**config.mk**
```make
export PLATFORM = sky130hd
export DESIGN_NAME = decoder_2_to_4_queued
export DESIGN_NICKNAME = d
export VERILOG_FILES = /design/src/rtl/decoder_2_to_4_queued.sv
export SDC_FILE = /design/constraint.sdc
export NUM_CORES = 1
export LEC_CHECK = 0
export BUFFER_PORTS_ARGS = -buffer_cell sky130_fd_sc_hd__clkbuf_2
export CORE_MARGIN = 5
export CORE_UTILIZATION = 32
export CTS_BUF_LIST = sky130_fd_sc_hd__clkbuf_4 sky130_fd_sc_hd__clkbuf_8 sky130_fd_sc_hd__clkbuf_16
export DETAILED_ROUTE_END_ITERATION = 12
export PLACE_DENSITY = 0.55
export SLEW_MARGIN = 30
export SYNTH_ARGS = -nofsm -noshare
export SYNTH_HDL_FRONTEND = slang
export SYNTH_SLANG_ARGS = --single-unit
```
**constraint.sdc**
```tcl
create_clock -name clk -period 3 [get_ports clk]
set_input_delay 0.3 -clock clk [delete_from_list [all_inputs] [get_ports clk]]
set_output_delay 0.3 -clock clk [all_outputs]
set_load 0.02 [all_outputs]
```
**src/rtl/decoder_2_to_4_queued.sv**
```systemverilog
// decoder_2_to_4_queued
//   Receive side of the 4-to-2 encoder link. Accepts 2-bit codes over a valid/ready
//   handshake and buffers them in a DEPTH-entry FIFO. Each code is then replayed as a
//   one-hot value on out_lines, held for HOLD_CYCLES clocks. Back-to-back codes are
//   replayed with no idle gap between them.
//
// Ports
//   clk         rising-edge clock
//   rst         synchronous reset, active-high
//   in_lines    2-bit code to queue
//   in_valid    in_lines carries a valid code this cycle
//   in_ready    a code can be accepted this cycle (low during reset or when full)
//   out_lines   one-hot decoded lines, 4'b0000 when idle
//   out_active  high while any out_lines bit is set
//   fifo_level  number of queued codes, 0..DEPTH
module decoder_2_to_4_queued #(
  parameter int unsigned DEPTH       = 4,
  parameter int unsigned HOLD_CYCLES = 3
) (
  input  logic                       clk,
  input  logic                       rst,
  input  logic [1:0]                 in_lines,
  input  logic                       in_valid,
  output logic                       in_ready,
  output logic [3:0]                 out_lines,
  output logic                       out_active,
  output logic [$clog2(DEPTH+1)-1:0] fifo_level
);

  localparam int unsigned PtrW   = $clog2(DEPTH);
  localparam int unsigned LevelW = $clog2(DEPTH + 1);
  localparam int unsigned TimerW = (HOLD_CYCLES > 1) ? $clog2(HOLD_CYCLES) : 1;

  localparam logic [LevelW-1:0] LevelFull = LevelW'(DEPTH);
  localparam logic [TimerW-1:0] TimerLoad = TimerW'(HOLD_CYCLES - 1);

  typedef enum logic [0:0] {StIdle, StHold} state_e;

  state_e            state_q, state_d;
  logic [1:0]        mem_q [DEPTH];
  logic [PtrW-1:0]   wr_ptr_q, wr_ptr_d;
  logic [PtrW-1:0]   rd_ptr_q, rd_ptr_d;
  logic [LevelW-1:0] level_q, level_d;
  logic [TimerW-1:0] timer_q, timer_d;
  logic [3:0]        out_q, out_d;
  logic [1:0]        head_code;
  logic              fifo_empty;
  logic              push;
  logic              pop;

  // Ready depends only on registered level (and reset); a same-cycle pop never
  // frees a slot early, so there is no full-FIFO pass-through path.
  assign in_ready   = !rst && (level_q != LevelFull);
  assign push       = in_valid && in_ready;
  assign fifo_empty = (level_q == '0);
  assign head_code  = mem_q[rd_ptr_q];

  always_comb begin
    state_d = state_q;
    timer_d = timer_q;
    out_d   = out_q;
    pop     = 1'b0;
    case (state_q)
      StIdle: begin
        if (!fifo_empty) begin
          pop     = 1'b1;
          out_d   = 4'b0001 << head_code;
          timer_d = TimerLoad;
          state_d = StHold;
        end
      end
      StHold: begin
        if (timer_q != '0) begin
          timer_d = timer_q - 1'b1;
        end else if (!fifo_empty) begin
          // Chain straight into the next code without an idle cycle.
          pop     = 1'b1;
          out_d   = 4'b0001 << head_code;
          timer_d = TimerLoad;
        end else begin
          out_d   = 4'b0000;
          state_d = StIdle;
        end
      end
      default: begin
        out_d   = 4'b0000;
        state_d = StIdle;
      end
    endcase
  end

  // Pointers wrap naturally because DEPTH is a power of two.
  always_comb begin
    wr_ptr_d = push ? wr_ptr_q + 1'b1 : wr_ptr_q;
    rd_ptr_d = pop ? rd_ptr_q + 1'b1 : rd_ptr_q;
    case ({push, pop})
      2'b10:   level_d = level_q + 1'b1;
      2'b01:   level_d = level_q - 1'b1;
      default: level_d = level_q;
    endcase
  end

  always_ff @(posedge clk) begin
    if (rst) begin
      state_q  <= StIdle;
      wr_ptr_q <= '0;
      rd_ptr_q <= '0;
      level_q  <= '0;
      timer_q  <= '0;
      out_q    <= 4'b0000;
    end else begin
      state_q  <= state_d;
      wr_ptr_q <= wr_ptr_d;
      rd_ptr_q <= rd_ptr_d;
      level_q  <= level_d;
      timer_q  <= timer_d;
      out_q    <= out_d;
    end
  end

  // Storage needs no reset: entries are only read once the level says they are valid.
  always_ff @(posedge clk) begin
    if (push) begin
      mem_q[wr_ptr_q] <= in_lines;
    end
  end

  assign out_lines  = out_q;
  assign out_active = |out_q;
  assign fifo_level = level_q;

endmodule
```
==> After elaboration in Yosys (flattened, before gate mapping) <==
Memories as Yosys holds them, arrays and structs flattened. A register that Yosys moved wholly into a read port is not among the register bits.
Index checks and enable logic that the tools add are counted.
{ "totals": {"regBits": 14, "ramBits": 8, "inputBits": 5, "output_inout_bits": 9, "word_cells": 44, "memories": 1} }
{ "memory_table": {"columns": ["name", "words", "width", "rd", "rd_ports_with_merged_regs", "write_ports", "line", "text"], "rows": [
  ["mem_q", 4, 2, 1, 1, 1, "40", "logic [1:0] mem_q [DEPTH];"]
]} }
{ "op_classes": {"addsub": 5, "eq_ne": 5, "shift": 1, "mux": 17, "bitwise_logic": 1, "reduce_logical": 8} }
{ "op_table": {"columns": ["op", "count"], "rows": [
  ["$mux 4", 3],
  ["$mux 2", 4],
  ["$pmux 4 s2", 1],
  ["$pmux 3 s2", 1],
  ["$mux 1", 5],
  ["$add 2x1->2 const B", 2],
  ["$ne 2x2->1 const B", 2],
  ["$pmux 1 s2", 2],
  ["$pmux 2 s2", 1],
  ["$reduce_bool 2->1", 2],
  ["$reduce_or 4->1", 1],
  ["$shl 1x2->4 const A", 1],
  ["$add 3x1->3 const B", 1],
  ["$logic_not 3->1", 1],
  ["$ne 3x3->1 const B", 1],
  ["$sub 3x1->3 const B", 1],
  ["$eq 2x1->1 const B", 1],
  ["$eq 2x2->1 const B", 1],
  ["$logic_and 1x1->1", 2],
  ["$reduce_and 2->1", 1],
  ["$sub 2x1->2 const B", 1],
  ["$logic_not 1->1", 1],
  ["$not 1->1", 1]
]} }

==> Logic depth before layout (Yosys ltp) <==
Gate-level depths: netlist (run 1).
{ "depth": {"depth_word": 6, "mapped_depth": 9} }

==> Worst setup path after synthesis (run 1) <==
No wires, ideal clock.
{ "synth_path": {"kind": "register to register", "from": "reg level_q[2], in the netlist fifo_level[2]", "to": "reg level_q[2], in the netlist fifo_level[2]", "setup_time_ns": 0.070, "arrival_ns": 2.187, "required_time_ns": 2.930, "path_slack_ns": 0.742, "stages_incl_launch_ff": 10, "period_less_slack_ns": 2.258, "cell_sequence": "dfxtp_1 > nor3b_1 > nor3_1 > inv_1 > ha_1 > inv_1 > fa_1 > xor2_1 > or3_1 > a21oi_1"} }
{ "synth_via": {"elab_chain_cells": 6} }
{ "synth_lines": {"columns": ["element", "line", "text"], "rows": [
  ["start: declaration", "43", "logic [LevelW-1:0] level_q, level_d;"],
  ["start signal: assignment", "115", "level_q <= level_d;"],
  ["$logic_not 3->1", "55", "assign fifo_empty = (level_q == '0);"],
  ["$mux 1", "65, 75", null],
  ["$mux 1", "73", "if (timer_q != '0) begin"],
  ["$pmux 1 s2", "63", "case (state_q)"],
  ["$eq 2x1->1 or $eq 2x2->1 (tied branches)", "96", "case ({push, pop})"],
  ["$pmux 3 s2 or $reduce_bool 2->1 (tied branches)", null, null]
]} }
Several ways; a longest one is shown, not always the timed one.
A chain may end at the register's enable or synchronous reset.

==> Final worst setup path (run 1) <==
Same ends and word-level chain as after synthesis.

==> reports/summary.txt, run 1 <==
status: finished clean
Syn Nets: 107
Hold Path End: mem_q[1][0]
worst relative slew slack: 0.658
Mapped Area: 1080 um^2
total CTS buffers: 3
clk_lat worst skew: 0.31 ns
grt ovf: 0
H-tree depth: 1
largest net degree at the start of global routing: 22
placer congestion estimate: 0.660
WHS Path Cells: 1
reg2reg path depth: 9
row count: 21
layout cells sized above 1: 0.196
HPWL after DPL: 1.39 mm
CP Launch Type: flip-flop
Final period util: 0.795
P per Cell Area: 908 nW/um^2
max-slew violations: 0
Avg WL per Cell: 11.2 um
power share of the sequential group: 0.420
drt first pass iters: 2
crit-path max FO: 6
CTS sink count: 24
clock tree root driver cell: clkbuf_4
Syn Inst Count: 96
CTS tree: built
Die Wd: 68.1 um
Inst Count DP: 154
Clock Power Share: 0.127
total power: 0.00112 W
min-delay src: in_lines[0]
worst-margin pin slew: 0.509 ns
DRT Wirelength: 1.77 mm
antenna violations before repair: 0
first-pass GRT wire length: 3.25 mm
FMAX: 419 MHz
# nets final: 124
R2R Path Start: fifo_level[2]
Synth Flop Type: dfxtp_1
Post-synth EDFFs: 8
Vert. Die Dim: 68.1 um
sequential element share of the synthesized area: 0.519
Clock Path Buffers: 2
HP Class: primary input to flip-flop
crit end category: flip-flop
worst r2r dst: fifo_level[2]
RSZ-0062 raised after global routing: false
post-route ant nets: 0
Ports: 14
ys async rst share: 0
Max Cap Viol: 0
Final min period: 2.39 ns
CTS hold repair buffers: 0
Layout area overhead: 13.8%
kind of critical path: flip-flop to flip-flop
Avg Cell Area, Syn: 11.3 um^2
Reg clk slew, reported paths: 0.13 ns
Worst Skew: 0.00269 ns
Synth cell types: 30
via count: 715
Leakage Power: 0.471 nW
Internal: 0.000668 W
Residual DRC: 0
Req. time, crit path: 3.25 ns
Final TNS setup: 0 ns
PostCTS Resize Cnt: 0
Tot GR Track Use: 0.0947
switching power total: 0.000449 W
Critical Path AT: 2.64 ns
Vias/cell: 4.53
Switching Share: 0.402
vias in the first global route: 748
Final setup viols: 0
VDD IR max: 0.293 mV
DIE AREA: 4640 um^2
Layout Cells excl Fill: 158
final hold vios: 0
worst setup path start: fifo_level[2]
PortBufs: 13
setup bufs post-CTS: 0
initial DRC count: 28
Logic pwr share: 0.453
#FFs+latches synth: 24
r2r setup slk: 0.61 ns
core area: 3310 um^2
effective utilization at floorplan: 0.327
Yosys warnings: 0
ANT cells: 0
-- stage by stage --
step	util	hold WS, ns	worst slack, ns	area (um^2)
finish	0.372	0.194	0.615	1230
global route	0.372	0.169	0.376	1230
global placement	0.364	0.482	0.766	1200
floorplan	-	0.399	0.742	1080
detailed placement	0.364	0.495	0.644	1200
CTS	0.372	0.190	0.612	1230
-- worst max path at each step --
stage               endpoint  depth (start not counted)  slack [ns]
2_1_floorplan  fifo_level[2]                          9        0.74
4_1_cts        fifo_level[2]                          9        0.61
6_report       fifo_level[2]                          9        0.61
3_3_place_gp   fifo_level[2]                          9        0.77
3_5_place_dp   fifo_level[2]                          9        0.64
5_1_grt        fifo_level[2]                          9        0.38
-- layer usage --
| metal | up-vias | GRT usage | part of all wire | wire length [um] |
|---|---|---|---|---|
| met5 | - | 0 | 0 | 0 |
| met4 | 0 | 0.0372 | 0.018 | 31 |
| met3 | 4 | 0.0345 | 0.062 | 110 |
| met2 | 15 | 0.161 | 0.50 | 882 |
| met1 | 324 | 0.107 | 0.42 | 744 |
| li1 | 372 | - | - | - |
-- cell usage after synthesis (2+ instances only) --
| cell | number | area (um^2) |
|---|---|---|
| nand3_1 | 2 | 10.0 |
| a21oi_1 | 8 | 40.0 |
| nand2b_1 | 2 | 12.5 |
| o31ai_1 | 2 | 15.0 |
| o21a_1 | 2 | 15.0 |
| dfxtp_1 | 16 | 320 |
| or4_1 | 3 | 22.5 |
| edfxtp_1 | 8 | 240 |
| nor2_1 | 6 | 22.5 |
| ha_1 | 5 | 62.6 |
| nor3_1 | 2 | 10.0 |
| o32ai_2 | 2 | 32.5 |
| xor2_1 | 3 | 26.3 |
| clkbuf_1 | 2 | 7.51 |
| inv_1 | 11 | 41.3 |
| nand3b_1 | 2 | 15.0 |
| and2_1 | 4 | 25.0 |
| o32ai_1 | 2 | 17.5 |
| o21ai_0 | 3 | 15.0 |
-- registers in the layout, summed over array words and instances (netlist names), named ones only --
signal      cells
state_q         1
fifo_level      3
out_lines       4
timer_q         2
mem_q           8
wr_ptr_q        2
rd_ptr_q        2
-- layout by cell type (no fill, tap or decap), types with 2 or more instances in the layout --
cell type,synthesis,layout
o21ai_0,3,3
nand2b_1,2,2
nand3b_1,2,2
clkbuf_2,0,13
ha_1,5,5
xor2_1,3,3
nand3_1,2,2
clkbuf_4,0,3
or4_1,3,3
o32ai_2,2,2
edfxtp_1,8,8
o31ai_1,2,2
dfxtp_1,16,16
nor2_1,6,6
nor3_1,2,2
o32ai_1,2,2
o21a_1,2,2
a21oi_1,8,8
inv_1,11,11
and2_1,4,4
-- cell type report --
class	count	area (um^2)
multi-input combinational	59	472
timing repair buffer	14	72.6
clock inverter	1	3.75
tap	46	57.6
clock buffer	3	22.5
fill	345	2080
inverter	11	41.3
sequential	24	561
-- kinds of logic after synthesis --
logic type / share of synthesized area
adder cells (fa/ha/maj): 0.0764
multiplexers: 0.0556
AO/OA/AOI/OAI: 0.132
flip-flops: 0.519
buffers and inverters: 0.0451
AND/OR/NAND/NOR: 0.148
XOR/XNOR: 0.0243
-- critical path, cell delays in order (launching register included) --
cell and delay (ns):
dfxtp_1 0.42, nor3b_1 0.40, nor3_1 0.18, inv_1 0.09, ha_1 0.18, inv_1 0.06, fa_1 0.38, xor2_1 0.16
or3_1 0.31, a21oi_1 0.14
-- power groups by stage --
stage	Sequential (W)	Combinational, W	Clock [W]
final	0.000468	0.000506	0.000142
after global routing	0.000485	0.000572	0.000164
after CTS	0.000470	0.000516	0.000146
after detailed placement	0.000478	0.000513	0
after global placement	0.000475	0.000495	0
after floorplan	0.000502	0.000350	0
Power figures use the tool's default switching activity.
==> inputs of run 2 (changes only) <==
- clock period: 3 -> 2.3 ns (I/O delays scaled with it)
==> reports/summary.txt, run 2 (synthesized netlist as in run 1, its figures left out) <==
status: finished clean
P per Cell Area: 1170 nW/um^2 (+29%)
Cell Chain, Critical Path: or3_4 > nand2_1 > inv_1 > ha_1 > inv_1 > fa_1 > xor2_1 > or3_1 > a21oi_1
Tot GR Track Use: 0.0897 (-0.00509)
ANT cells: 0 (unchanged)
Leakage Power: 0.490 nW (+3.9%)
FMAX: 460 MHz (+9.8%)
FILL cells: 355 (+2.9%)
Max Cap Viol: 0 (unchanged)
Clock Path Buffers: 2 (unchanged)
H-tree depth: 1 (unchanged)
WP buf/inv: 2 (unchanged)
CTS hold repair buffers: 0 (unchanged)
core area: 3310 um^2 (unchanged)
largest net degree at the start of global routing: 21 (-4.5%)
Residual DRC: 0 (unchanged)
fin area: 1260 um^2 (+2.2%)
final setup margin: 0.127 ns (-0.488 ns)
layout cells sized above 1: 0.226 (+0.0297)
CTS tree: built
kind of critical path: flip-flop to flip-flop
setup slack after placement: 0.135 ns (-0.509 ns)
Req. time, crit path: 2.55 ns (-0.70 ns)
commonest non-fill, non-tap cells in the layout: dfxtp_1, clkbuf_2, inv_1
row count: 21 (unchanged)
Reg clk slew, reported paths: 0.13 ns (about the same)
Final min period: 2.17 ns (-0.212 ns)
Vias/cell: 4.68 (+3.5%)
# nets final: 127 (+2.4%)
Vert. Die Dim: 68.1 um (unchanged)
r2r setup slk: 0.13 ns (-0.49 ns)
Largest Register: mem_q
crit-path max FO: 6 (unchanged)
DRT Wirelength: 1.79 mm (+1.1%)
final hold vios: 0 (unchanged)
worst-margin pin slew: 0.547 ns (+0.0375 ns)
Layout area overhead: 16.3%
worst relative slew slack: 0.633 (-0.0252)
Layout Cells excl Fill: 161 (+1.9%)
worst-path cell with the longest stage delay: dfxtp_1
FF+latch area: 561 um^2 (unchanged)
worst stage delay on the critical path: 0.47 ns (+0.05 ns)
Ports: 14 (unchanged)
VDD IR max: 0.435 mV (+48%)
Final TNS setup: 0 ns (unchanged)
PortBufs: 13 (unchanged)
effective utilization at floorplan: 0.327 (unchanged)
Critical Path AT: 2.43 ns (-0.21 ns)
HP Class: primary input to flip-flop
cell family with most CP delay: simple AND/OR/NAND/NOR gates
crit end category: flip-flop
Avg WL per Cell: 11.1 um (-0.75%)
HPWL after DPL: 1.41 mm (+2.0%)
Worst Skew: 0.00644 ns (+0.00375 ns)
RSZ-0062 raised after global routing: false
CTS sink count: 24 (unchanged)
placer congestion estimate: 0.713 (+8.2%)
CP Launch Type: flip-flop
multi-input combinational cell area: 477 um^2 (+1.1%)
antenna violations before repair: 0 (unchanged)
max-slew violations: 0 (unchanged)
drt first pass iters: 3 (+1)
grt ovf: 0 (unchanged)
max reg flops: 8 (unchanged)
most used cell, CP: inv_1
first-pass GRT wire length: 3.08 mm (-5.1%)
initial DRC count: 19 (-32%)
Area after DPL: 1230 um^2 (+1.9%)
clk_lat worst skew: 0.31 ns (about the same)
Final period util: 0.945 (+0.150)
total CTS buffers: 3 (unchanged)
clock tree root driver cell: clkbuf_4
most common cell after layout, fill and taps aside: dfxtp_1
post-route ant nets: 0 (unchanged)
Inst Count DP: 157 (+1.9%)
DIE AREA: 4640 um^2 (unchanged)
Die Wd: 68.1 um (unchanged)
Final setup viols: 0 (unchanged)
vias in the first global route: 728 (-2.7%)
via count: 754 (+5.5%)
run 2: what timing repair did:
action / CTS / global route
buffers inserted: 0 / 0
endpoints found under the setup margin: 0 / 1
resized for setup: 0 / 1
run 2: metal layers:
| metal | up-vias | routed length [um] | global-route usage | share of wire |
|---|---|---|---|---|
| met5 | - | 0 | 0 | 0 |
| met4 | 0 | 44 | 0.0521 | 0.025 |
| met3 | 5 | 104 | 0.0230 | 0.058 |
| met2 | 13 | 813 | 0.137 | 0.45 |
| met1 | 358 | 824 | 0.113 | 0.46 |
| li1 | 378 | - | - | - |
run 2: per-stage QoR:
step                      total power [W]   util  hold WS, ns
final                             0.00147  0.380        0.133
after global routing              0.00159  0.380        0.108
after CTS                         0.00149  0.378        0.115
after detailed placement          0.00129  0.370        0.453
after global placement            0.00128  0.370        0.446
after floorplan                   0.00111      -        0.329
run 2: final timing paths:
| kind | startpoint | end | depth (start not counted) |
|---|---|---|---|
| worst min register to register | out_lines[3] | out_lines[3] | 2 |
| worst max register to register | fifo_level[0] | fifo_level[2] | 9 |
| worst min-delay path | in_lines[1] | mem_q[1][1] | 1 |
| worst max-delay path | fifo_level[0] | fifo_level[2] | 9 |
run 2: worst register-to-register path, delay by kind of cell (launching register included):
| kind | cells | cell delay, ns |
|---|---|---|
| xor gates and xnor gates | 1 | 0.16 |
| buffers and inverters | 2 | 0.16 |
| and+or+nand+nor | 3 | 0.62 |
| DFF | 1 | 0.47 |
| AOI/OAI and AO/OA | 1 | 0.15 |
| adders and majority gates | 2 | 0.55 |
run 2: where the power goes:
| group | switching, W | internal (W) |
|---|---|---|
| Clock | 0.000121 | 0.0000634 |
| Combinational | 0.000384 | 0.000286 |
| Sequential | 0.0000859 | 0.000530 |
| Total | 0.000590 | 0.000880 |
run 2: cell type report:
cell class	instances	area share
well taps	46	0.0458
repair buffers	17	0.0756
multi-input cells	59	0.379
inverters	11	0.0328
flip-flops and latches	24	0.446
clock inverters	1	0.00299
clock buffers	3	0.0179
